--- config.mk ---
export PLATFORM = sky130hd
export DESIGN_NAME = booth_mult_seq
export DESIGN_NICKNAME = d
export VERILOG_FILES = /design/src/rtl/booth_pkg.sv /design/src/rtl/booth_step.sv /design/src/rtl/booth_mult_seq.sv
export SDC_FILE = /design/constraint.sdc
export NUM_CORES = 1
export LEC_CHECK = 0
export CORE_MARGIN = 4
export CORE_UTILIZATION = 55
export DETAILED_ROUTE_END_ITERATION = 6
export GPL_TIMING_DRIVEN = 0
export PLACE_DENSITY = 0.84
export SYNTH_ARGS = -nofsm -noshare
export SYNTH_HDL_FRONTEND = slang
export SYNTH_HIERARCHICAL = 1
export SYNTH_SLANG_ARGS = --single-unit
export TNS_END_PERCENT = 30
--- constraint.sdc ---
create_clock -name clk -period 3.55 [get_ports clk]
set_input_delay 0.5325 -clock clk [delete_from_list [all_inputs] [get_ports clk]]
set_output_delay 0.5325 -clock clk [all_outputs]
set_load 0.005 [all_outputs]
--- src/rtl/booth_pkg.sv ---
// booth_pkg: shared types and constants for the sequential Booth multiplier.
//   state_t   : FSM state encoding (IDLE=0, CALC=1, DONE=2)
//   BOOTH_ADD : {Q[0],q-1} pair that adds the multiplicand
//   BOOTH_SUB : {Q[0],q-1} pair that subtracts the multiplicand
package booth_pkg;

    typedef enum logic [1:0] {
        IDLE = 2'd0,
        CALC = 2'd1,
        DONE = 2'd2
    } state_t;

    localparam logic [1:0] BOOTH_ADD = 2'b01;
    localparam logic [1:0] BOOTH_SUB = 2'b10;

endpackage

--- src/rtl/booth_step.sv ---
// booth_step: one combinational radix-2 Booth iteration.
//   acc    in  N+1 : accumulator (one guard bit above the operand width)
//   q      in  N   : multiplier / low product register
//   qm1    in  1   : bit shifted out of q on the previous iteration
//   m      in  N   : multiplicand, already extended to N bits
//   acc_nx out N+1 : accumulator after add/sub and arithmetic shift
//   q_nx   out N   : q after the shift
//   qm1_nx out 1   : new q-1 (old q[0])
module booth_step
    import booth_pkg::*;
#(
    parameter int N = 9
) (
    input  logic [N:0]   acc,
    input  logic [N-1:0] q,
    input  logic         qm1,
    input  logic [N-1:0] m,
    output logic [N:0]   acc_nx,
    output logic [N-1:0] q_nx,
    output logic         qm1_nx
);

    logic [N:0] m_ext;
    logic [N:0] sum;

    // Guard bit keeps -M representable when M is the most negative value.
    assign m_ext = {m[N-1], m};

    always_comb begin
        sum = acc;
        case ({q[0], qm1})
            BOOTH_ADD: sum = acc + m_ext;
            BOOTH_SUB: sum = acc - m_ext;
            default:   sum = acc;
        endcase
    end

    // Arithmetic right shift of {sum, q, qm1}.
    assign acc_nx = {sum[N], sum[N:1]};
    assign q_nx   = {sum[0], q[N-1:1]};
    assign qm1_nx = q[0];

endmodule

--- src/rtl/booth_mult_seq.sv ---
// booth_mult_seq: sequential radix-2 Booth multiplier, signed or unsigned
// per transaction, WIDTH-bit operands (4..32), 2*WIDTH-bit product.
//   clk    in  1         : system clock, rising edge
//   rst    in  1         : synchronous active-high reset
//   valid  in  1         : operand request, taken only while ready=1
//   sgn    in  1         : 1 = signed, 0 = unsigned, captured with operands
//   A      in  WIDTH     : multiplicand
//   B      in  WIDTH     : multiplier
//   ready  out 1         : high in IDLE
//   done   out 1         : one-cycle pulse when Y is updated
//   Y      out 2*WIDTH   : product, held until the next done
//   estado out 8         : state encoding (only with BOOTH_DEBUG_EN)
//   Q_LSB  out 2         : {Q[0],q-1}     (only with BOOTH_DEBUG_EN)
// Optional feature macro: BOOTH_DEBUG_EN.
// Latency: done/Y appear in the cycle after edge N+1, N = WIDTH+1,
// counting the acceptance edge as edge 0.
module booth_mult_seq
    import booth_pkg::*;
#(
    parameter int WIDTH = 8
) (
    input  logic               clk,
    input  logic               rst,
    input  logic               valid,
    input  logic               sgn,
    input  logic [WIDTH-1:0]   A,
    input  logic [WIDTH-1:0]   B,
    output logic               ready,
    output logic               done,
    output logic [2*WIDTH-1:0] Y
`ifdef BOOTH_DEBUG_EN
    ,
    output logic [7:0]         estado,
    output logic [1:0]         Q_LSB
`endif
);

    localparam int N  = WIDTH + 1;
    localparam int CW = $clog2(N + 1);

    state_t         state, state_nx;
    logic [N-1:0]   m;
    logic [N-1:0]   q;
    logic [N:0]     acc;
    logic           qm1;
    logic [CW-1:0]  cnt;

    logic [N:0]     acc_nx;
    logic [N-1:0]   q_nx;
    logic           qm1_nx;
    logic           accept;

    booth_step #(.N(N)) u_step (
        .acc    (acc),
        .q      (q),
        .qm1    (qm1),
        .m      (m),
        .acc_nx (acc_nx),
        .q_nx   (q_nx),
        .qm1_nx (qm1_nx)
    );

    assign ready  = (state == IDLE);
    assign accept = ready && valid;

    always_comb begin
        state_nx = state;
        case (state)
            IDLE: if (valid) state_nx = CALC;
            CALC: if (cnt == CW'(1)) state_nx = DONE;
            DONE: state_nx = IDLE;
            default: state_nx = IDLE;
        endcase
    end

    always_ff @(posedge clk) begin
        if (rst) begin
            state <= IDLE;
            m     <= '0;
            q     <= '0;
            acc   <= '0;
            qm1   <= 1'b0;
            cnt   <= '0;
            Y     <= '0;
            done  <= 1'b0;
        end else begin
            state <= state_nx;
            done  <= 1'b0;
            if (accept) begin
                // One extra bit: sign copy for signed, zero for unsigned.
                m   <= {sgn & A[WIDTH-1], A};
                q   <= {sgn & B[WIDTH-1], B};
                acc <= '0;
                qm1 <= 1'b0;
                cnt <= CW'(N);
            end else if (state == CALC) begin
                acc <= acc_nx;
                q   <= q_nx;
                qm1 <= qm1_nx;
                cnt <= cnt - 1'b1;
            end else if (state == DONE) begin
                // Product fits in 2*WIDTH bits in either mode.
                Y    <= {acc[WIDTH-2:0], q};
                done <= 1'b1;
            end
        end
    end

`ifdef BOOTH_DEBUG_EN
    assign estado = {6'd0, state};
    assign Q_LSB  = {q[0], qm1};
`endif

endmodule

---- After elaboration in Yosys (flattened, before gate mapping) ----
Cells that the tools add are included.
operators by class
  add/subtract/negate cells ............... 3
  eq/ne operators ......................... 7
  muxes and demuxes ....................... 9
  bitwise operators ....................... 4
  reduce and logical (&&, ||, !) cells .... 7
operator list
  kind                 number
  $pmux 10 s2          1
  $mux 9               2
  $add 9x9->10         1
  $sub 9x9->10         1
  $mux 4               2
  $eq 2x1->1 const B   2
  $eq 2x2->1 const B   2
  $eq 4x1->1 const B   1
  $mux 2               2
  $ne 2x2->1 const B   2
  $pmux 2 s2           1
  $sub 4x1->4 const B  1
  $reduce_and 3->1     1
  $reduce_or 3->1      1
  $and 1x1->1          2
  $logic_not 2->1      1
  $not 1->1            2
  $reduce_and 2->1     1
  $reduce_bool 2->1    1
  $reduce_or 2->1      1
  $logic_and 1x1->1    1
  $mux 1               1
storage, ports and cells
  bits in registers ....................... 51
  bits of input ports ..................... 20
  output and inout bits ................... 18
  word-level logic and storage cells ...... 39

---- Logic depth before layout (Yosys ltp) ----
  word-level depth ........................ 4
  gate-level depth with buffers ........... 15
  mapped depth without buffers ............ 14

---- By module ----
Netlist, hierarchy kept.
modules (own cells, without submodules)
  module          times used  cells each  area an instance (um^2)  seq. area each (um^2)
  booth_mult_seq  1           255         2077.0                   1041.0
  booth_step      1           110         783.3                    0.0

---- Least setup slack after synthesis ----
Ideal clock, no wire load.
  path kind ............................... register -> register
  start point ............................. reg m[2]
  end point ............................... reg, netlist name acc[9]
  library setup time ...................... 0.070 ns
  arrival ................................. 2.440 ns
  data required time ...................... 3.480 ns
  path slack .............................. 1.040 ns
  cell stages (with the launch flop) ...... 14
  buffers on the path ..................... 1
  clock period less this slack ............ 2.510 ns
  cell sequence ........................... dfxtp_1 nor3_2 nor3b_1 nor2_1 xnor2_1 ha_1 a21o_1 a21oi_2 o21ai_1 o31a_1 xnor2_1 buf_4 nand2_1 a21oi_1
between the ends
  word-level cells in the longest chain between the ends .. 2
ends and longest elaborated chain
  element                                       line                                RTL
  start, declared                               booth_mult_seq.sv:42                logic [N-1:0] m;
  start signal, assigned                        booth_mult_seq.sv:91                m <= {sgn & A[WIDTH-1], A};
  $sub 9x9->10 or $add 9x9->10 (tied branches)  booth_step.sv:33, booth_step.sv:32
  $pmux 10 s2 (*)                               booth_step.sv:31                    case ({q[0], qm1})
  named net acc_nx[8]                           booth_mult_seq.sv:48                logic [N:0] acc_nx;
The timed path passes the listed nets; every way through them passes the cells marked *.
A chain may end at the register's enable or synchronous reset.

---- Worst setup path after layout ----
  start point ............................. reg m[2]
  end point ............................... reg, netlist name acc[9]
between the ends
  word-level cells in the longest chain between the ends .. 2
ends and longest elaborated chain
  element                                       line
  $sub 9x9->10 or $add 9x9->10 (tied branches)  booth_step.sv:33, booth_step.sv:32
  $pmux 10 s2 (*)                               booth_step.sv:31
  named net acc_nx[8]                           booth_mult_seq.sv:48
Marks and branches as above.

==> summary.md <==
| Metric | Value |
|---|---|
| Final Worst Setup Slack | `approximately 650 ps` |
| Hold path cells | `2` |
| Setup Viol. Count Final | `0` |
| Fin. max-slew vios | `0` |
| GRT met3 Usage | `0.0404` |
| Final hold vios | `0` |
| Tcrit/Tclk final | `0.817` |
| Register bit count reported by yosys | `52` |
| Die W | `80.1 um` |
| Vias in the first global route | `approximately 2300` |
| Fin cells | `476` |
| Worst slew pin tran | `570 ps` |
| Post-Synth XOR/XNOR Area | `0.0521` |
| Synthesized area | `0.00286 mm^2` |
| DR WL/cell | `13.0 um` |
| CP cell instances | `nor3_2 -> nor3b_1 -> nor2_1 -> xnor2_1 -> ha_1 -> a21o_1 -> a21oi_2 -> o21ai_1 -> o31a_1 -> xnor2_1 -> buf_4 -> nand2_1 -> a21oi_1` |
| Clk_lat worst skew | `between 300 and 400 ps` |
| Req. time, crit path | `3790 ps` |
| Main synth FF type | `dfxtp_1` |
| CTS root buf | `clkbuf_8` |
| Drc violations | `0` |
| Worst Hold Class | `register to register` |
| Vias | `around 2500` |
| Placed cells | `469` |
| Status | `complete, no violations` |
| Adder-cell area share of the yosys netlist | `0.0639` |
| CP arrival | `around 3100 ps` |
| Largest net degree at the start of global routing | `16` |
| Cts bufs inserted | `5` |
| Most common cell after layout, fill and taps aside | `nand2_1` |
| Net count, final | `443` |
| Most frequent cells in the layout | `nand2_1, dfxtp_1, a21oi_1` |
| Met1 Resource Use GR | `0.276` |
| Most Crowded Layer GR | `met2` |
| Crit. End Element | `register` |
| Core Box Area | `0.00488 mm^2` |
| CTS tree | `yes` |
| R2R cell count | `13` |
| Worst relative slew slack | `0.620` |
| Peak supply drop | `0.279 mV` |
| Post-DP HPWL | `roughly 4700 um` |
| DRT Wirelength | `6190 um` |
| Post-synthesis cell count | `365` |
| Hold_buf cts | `0` |
| Simple-gate portion of the synthesized area | `0.207` |
| Global-route wire length before repair | `around 11000 um` |
| First-pass iteration count of the detailed router | `4` |
| Port bufs | `37` |
| CTS Buffer Depth | `2` |
| Share of cells above drive strength 1 | `0.120` |
| Ports | `38` |
| RSZ-0062 raised after global routing | `false` |
| R2r startpoint | `m[2]` |
| RR Endpoint | `acc[9]` |
| Sequential area share after synthesis | `0.364` |
| Post-synth cell types | `44` |
| Clock sink total | `52` |
| Flop-to-flop setup slack | `between 600 and 700 ps` |
| Worst hold path endpoint | `Y[10]` |
| Cell Pwr Density | `447 mW/mm^2` |
| Syn Nets | `399` |
| Die area | `0.00642 mm^2` |
| Via/cell ratio | `a little over 5` |
| Startpoint Class | `register` |
| Critical Path Max Stage Delay | `350 ps` |
| Compound-cell area share of the yosys netlist | `0.198` |
| Cell repeated most along the worst path | `xnor2_1` |
| Post-CTS Setup Bufs | `0` |
| Post-CTS Resized | `0` |
| Antenna cells | `0` |
| Total chip power | `0.00154 W` |
| LEAKAGE | `1.31 nW` |
| Main combinational cell family by area after synthesis | `simple AND/OR/NAND/NOR gates` |
| Worst slack at placement | `726 ps` |
| Slowest cell on crit path | `dfxtp_1` |
| Gr ovfl total | `0` |
| Clock slew at reported path FFs | `90 ps` |
| Filler cells | `428` |
| DRT iter0 DRCs | `176` |
| Hold Crit Start | `Y[10]` |
| Antenna Nets Post-Route | `0` |
| Initial core utilization | `0.586` |
| Die Y | `80.1 um` |
| GR Util met2 | `0.355` |
| Mux cell area share after synthesis | `0.0179` |
| Worst-path fanout max | `6` |
| FMAX | `345 MHz` |
| Max cap viols | `0` |
| Ys async rst share | `0` |
| Gpl congestion | `0.836` |
| Tmin final | `2900 ps` |
| GR Util All Layers | `0.211` |
| Finished Core Util | `0.706` |
| Worst Setup Path Type | `register to register` |
| Mean area per synthesized cell | `7.84 um^2` |
| Clock skew | `11.6 ps` |
| H-tree depth | `2` |
| Area Growth Syn to Fin | `20.4%` |
| Rows | `25` |
| Synth warnings | `6` |
| Initial antenna violation count | `0` |
| Post-synth EDFFs | `0` |
| Fin Setup TNS | `0 ps` |
-- synth_stat cells, types with 6 or more instances --
library cell	count	area, um^2
a21oi_1	50	250
ha_1	13	163
nor2_1	27	101
xnor2_1	12	105
buf_2	8	40.0
buf_4	14	105
o21ai_0	7	35.0
o21ai_1	6	30.0
nand2_1	84	315
inv_1	17	63.8
dfxtp_1	52	1040
nand2b_1	6	37.5
a211oi_1	8	60.1
-- routing by layer --
layer,up-vias,part of all wire
met4,0,0.010
met2,51,0.47
met1,1106,0.48
li1,1295,-
met5,-,0
met3,6,0.046
-- registers in the layout, summed over array words and instances, names as in the netlist --
register and flops:
Y 16, acc 10, cnt 4, done 1, m 9, q 9, qm1 1, state 2
-- kinds of logic (layout without fill, tap and decap cells) --
family,Yosys count,in the layout
buffers and inverters,49,93
DFF,52,52
AOI/OAI and AO/OA,93,93
adders and majority gates,14,14
muxes,5,5
and+or+nand+nor,135,135
xor gates and xnor gates,17,17
-- critical path: cells and delay by family, from the launching register on --
kind                     cells  cell delay (ps)
AO/OA/AOI/OAI                5              900
AND/OR/NAND/NOR              4              700
XOR/XNOR                     2              400
flip-flops                   1              350
adder cells (fa/ha/maj)      1              340
buffers and inverters        1              130
-- power breakdown --
| group | internal [W] | switching [W] |
|---|---|---|
| clock network | 0.000277 | 0.000189 |
| registers | 0.000613 | 0.0000310 |
| logic | 0.000204 | 0.000223 |
| total | 0.00109 | 0.000443 |
-- worst max-delay path by stage --
stage,startpoint,end,slack (ps),cells past startpoint
5_1_grt,q[0],acc[9],400,12
3_3_place_gp,q[0],acc[9],750,12
6_report,m[2],acc[9],650,13
2_1_floorplan,m[2],acc[9],1040,13
4_1_cts,m[2],acc[9],670,13
3_5_place_dp,q[0],acc[9],730,12
-- layout make-up --
type                    instances  area, um^2  share of cell area
well taps                      67        83.8              0.0243
inverters                      17        63.8              0.0185
clock inverters                 2        60.1              0.0174
clock buffers                   5        68.8              0.0200
flip-flops and latches         52        1040               0.302
plain buffers                  32         214              0.0621
multi-input cells             264        1540               0.448
repair buffers                 37         370               0.108
-- per-stage QoR --
stage          hold slack [ps]  instance area, um^2
2_1_floorplan              436                 2860
3_3_place_gp               441                 3310
3_5_place_dp               446                 3310
4_1_cts                    457                 3440
5_1_grt                    483                 3440
6_report                   454                 3440
No activity file was read; power rests on OpenSTA's default activity.
==> RTL edit, RTL diff (same flow settings) <==
Encoding of `state_t`: now one-hot (3 bits for 3 states).
--- a/src/rtl/booth_pkg.sv
+++ b/src/rtl/booth_pkg.sv
@@ -4,10 +4,10 @@
 //   BOOTH_SUB : {Q[0],q-1} pair that subtracts the multiplicand
 package booth_pkg;
 
-    typedef enum logic [1:0] {
-        IDLE = 2'd0,
-        CALC = 2'd1,
-        DONE = 2'd2
+    typedef enum logic [2:0] {
+        IDLE = 3'b001,
+        CALC = 3'b010,
+        DONE = 3'b100
     } state_t;
 
     localparam logic [1:0] BOOTH_ADD = 2'b01;
Function: no difference found for any inputs over 10 cycles, from zero or initial values and one cycle with rst high; not proved beyond that.
==> RTL edit against the original RTL <==
  * Setup slack improved by 0.026 ns
  * Non-clock buffer count fell by 3
  * Clock power fell by 25%
  * Total power fell by 15%
  * Area after synthesis fell by 2.1%
  * Routed wire length fell by 5.0%
  * Final area fell by 2.9%
  * Sequential cell count rose by 1
  * Clock skew fell by 0.00068 ns
  * Combinational power fell by 27%
  * Worst hold slack improved by 0.022 ns
  * Sequential power fell by 0.6%
  * Die area fell by 1.9%
  * Critical path type unchanged
==> RTL edit: results (changes against the original RTL) <==
| Metric | Value |
|---|---|
| Antenna fix cells | 0 (unchanged) |
| Layout cells sized above 1 | 9.90% (-2.1 points) |
| Post-synthesis compound-gate area fraction | 15.3% (-4.5 points) |
| P_leak | 1.22 nW (-7.1%) |
| Num CTS Buffers | 5 (unchanged) |
| Top_reg_cell synth | dfxtp_1 |
| Net Switching | 0.396 mW (-11%) |
| Initial DRC count | 137 (-22%) |
| FF-to-FF path depth | 13 (unchanged) |
| Max Root-Sink Buffers | 2 (unchanged) |
| Post-DR vias/cell | 5.22 (+1.1%) |
| Worst Path Arrival | 3.11 ns (-0.03 ns) |
| Clk_lat worst skew | 0.31 ns (about the same) |
| All-Layer GR Usage | 19.5% (-1.6 points) |
| Post-Syn Nets | 373 (-6.5%) |
| Initial antenna violation count | 0 (unchanged) |
| Area contributors post-synth | dfxtp_1, nand2_1, mux2i_1 |
| First-pass GRT wire length | 9.83 mm (-7.8%) |
| Post-route setup slack | 0.675 ns (+0.0257 ns) |
| Largest net degree at the start of global routing | 18 (+2) |
| Post-Route WL | 5.88 mm (-5.0%) |
| Worst min-delay path class | flop to flop |
| Max rail drop VDD | 0.284 mV (+1.8%) |
| R2R Setup Slk | 0.67 ns (+0.03 ns) |
| Post-cts resize count | 0 (unchanged) |
| RePlAce Congestion | 0.848 (+1.4%) |
| Vias in the first global route | 2139 (-6.3%) |
| Pre-CTS WS | 0.775 ns (+0.0486 ns) |
| GRT overflow | 0 (unchanged) |
| Post-synthesis adder-cell area fraction | 6.53% (+0.14 points) |
| Detailed Routing Iterations Pass 1 | 4 (unchanged) |
| Placed instance area | 3250 um^2 (-1.8%) |
| Count of different cell masters after synthesis | 47 (+6.8%) |
| CP Max Fanout | 6 (unchanged) |
| Biggest regs | Y: 16 flops, acc: 10 flops |
| Synth Area in XOR/XNOR | 5.01% (-0.20 points) |
| HP Start | qm1 |
| Post-CTS setup buffers | 0 (unchanged) |
| Sequential share of the synthesized area | 37.9% (+1.5 points) |
| Worst hold endpoint | qm1 |
| Final #Nets | 417 (-5.9%) |
| Most common cell in the netlist | nand2_1 |
| Hold path depth | 2 (unchanged) |
| Clk_skew | 0.0109 ns (-0.000677 ns) |
| Clock transition at path regs | 0.11 ns (+0.02 ns) |
| Commonest cells in the netlist | nand2_1, dfxtp_1, nor2_1, a21oi_1, mux2i_1 |
| Status | complete, no violations |
| Async S/R FF share, synth | 0% (unchanged) |
| Worst-margin pin slew | 0.514 ns (-0.0563 ns) |
| Mux cell area share after synthesis | 6.48% (+4.7 points) |
| Post-DP HPWL | 4.40 mm (-5.5%) |
==> RTL edit: cell count changes after synthesis, moves of 3 or more <==
cell      unedited run  this run
mux2i_1              4        17
a311oi_1             0         8
o221a_2              3         0
nor2_1              27        33
buf_6                4         1
nand2b_1             6         3
nand2_1             84        67
a21oi_1             50        29
clkbuf_1             4         9
buf_2                8         5
a211oi_1             8         2
a22o_1               3         0
inv_1               17        12
==> RTL edit: worst max-delay path: stages, from the launching register on <==
cell and delay (ns):
dfxtp_1 0.36, nor3_2 0.25, nor3b_1 0.28, nor2_1 0.10
xnor2_1 0.21, ha_1 0.34, a21o_1 0.22, a21oi_2 0.15
o21ai_1 0.12, o31a_1 0.30, xnor2_1 0.18, buf_4 0.14
nand2_1 0.04, a21oi_1 0.12
==> RTL edit: per-stage QoR <==
stage	std cells	util, %	hold slack, ns	power (mW)
2_1_floorplan	339	-	0.436	0.884
3_3_place_gp	443	67.5	0.445	0.953
3_5_place_dp	443	67.5	0.462	0.962
4_1_cts	451	69.4	0.476	1.31
5_1_grt	451	69.4	0.497	1.37
6_report	451	69.4	0.476	1.30
==> RTL edit: worst max path at each step <==
stage	start	to	depth (start not counted)
6_report	m[2]	acc[9]	13
2_1_floorplan	m[2]	acc[9]	13
3_5_place_dp	m[2]	acc[9]	13
4_1_cts	m[2]	acc[9]	13
3_3_place_gp	q[0]	acc[9]	12
5_1_grt	q[0]	acc[9]	12
==> RTL edit: kinds of logic after synthesis <==
| group | Yosys count |
|---|---|
| buffers and inverters | 41 |
| multiplexers | 18 |
| adder cells (fa/ha/maj) | 14 |
| AND/OR/NAND/NOR | 128 |
| flip-flops | 53 |
| AO/OA/AOI/OAI | 69 |
| XOR/XNOR | 16 |
==> RTL edit: routing by layer <==
| layer | up-vias | share of wire (%) | GRT usage (%) |
|---|---|---|---|
| li1 | 1224 | - | - |
| met4 | 0 | 1.1 | 6.19 |
| met3 | 5 | 4.8 | 3.06 |
| met5 | - | 0 | 0 |
| met2 | 58 | 45 | 31.4 |
| met1 | 1068 | 49 | 26.6 |
==> RTL edit: power groups by stage <==
stage	logic, mW	clock network [mW]	registers (mW)
after floorplan	0.237	0	0.647
after global placement	0.301	0	0.652
after detailed placement	0.308	0	0.654
after CTS	0.310	0.357	0.640
after global routing	0.347	0.376	0.644
final	0.312	0.349	0.640
==> RTL edit: area by class of cell <==
| cell class | count | area [um^2] |
|---|---|---|
| Buffer | 29 | 171 |
| Clock buffer | 5 | 68.8 |
| Clock inverter | 3 | 21.3 |
| Fill cell | 420 | 1470 |
| Inverter | 12 | 45.0 |
| Multi-Input combinational cell | 245 | 1520 |
| Sequential cell | 53 | 1060 |
| Tap cell | 67 | 83.8 |
| Timing Repair Buffer | 37 | 370 |
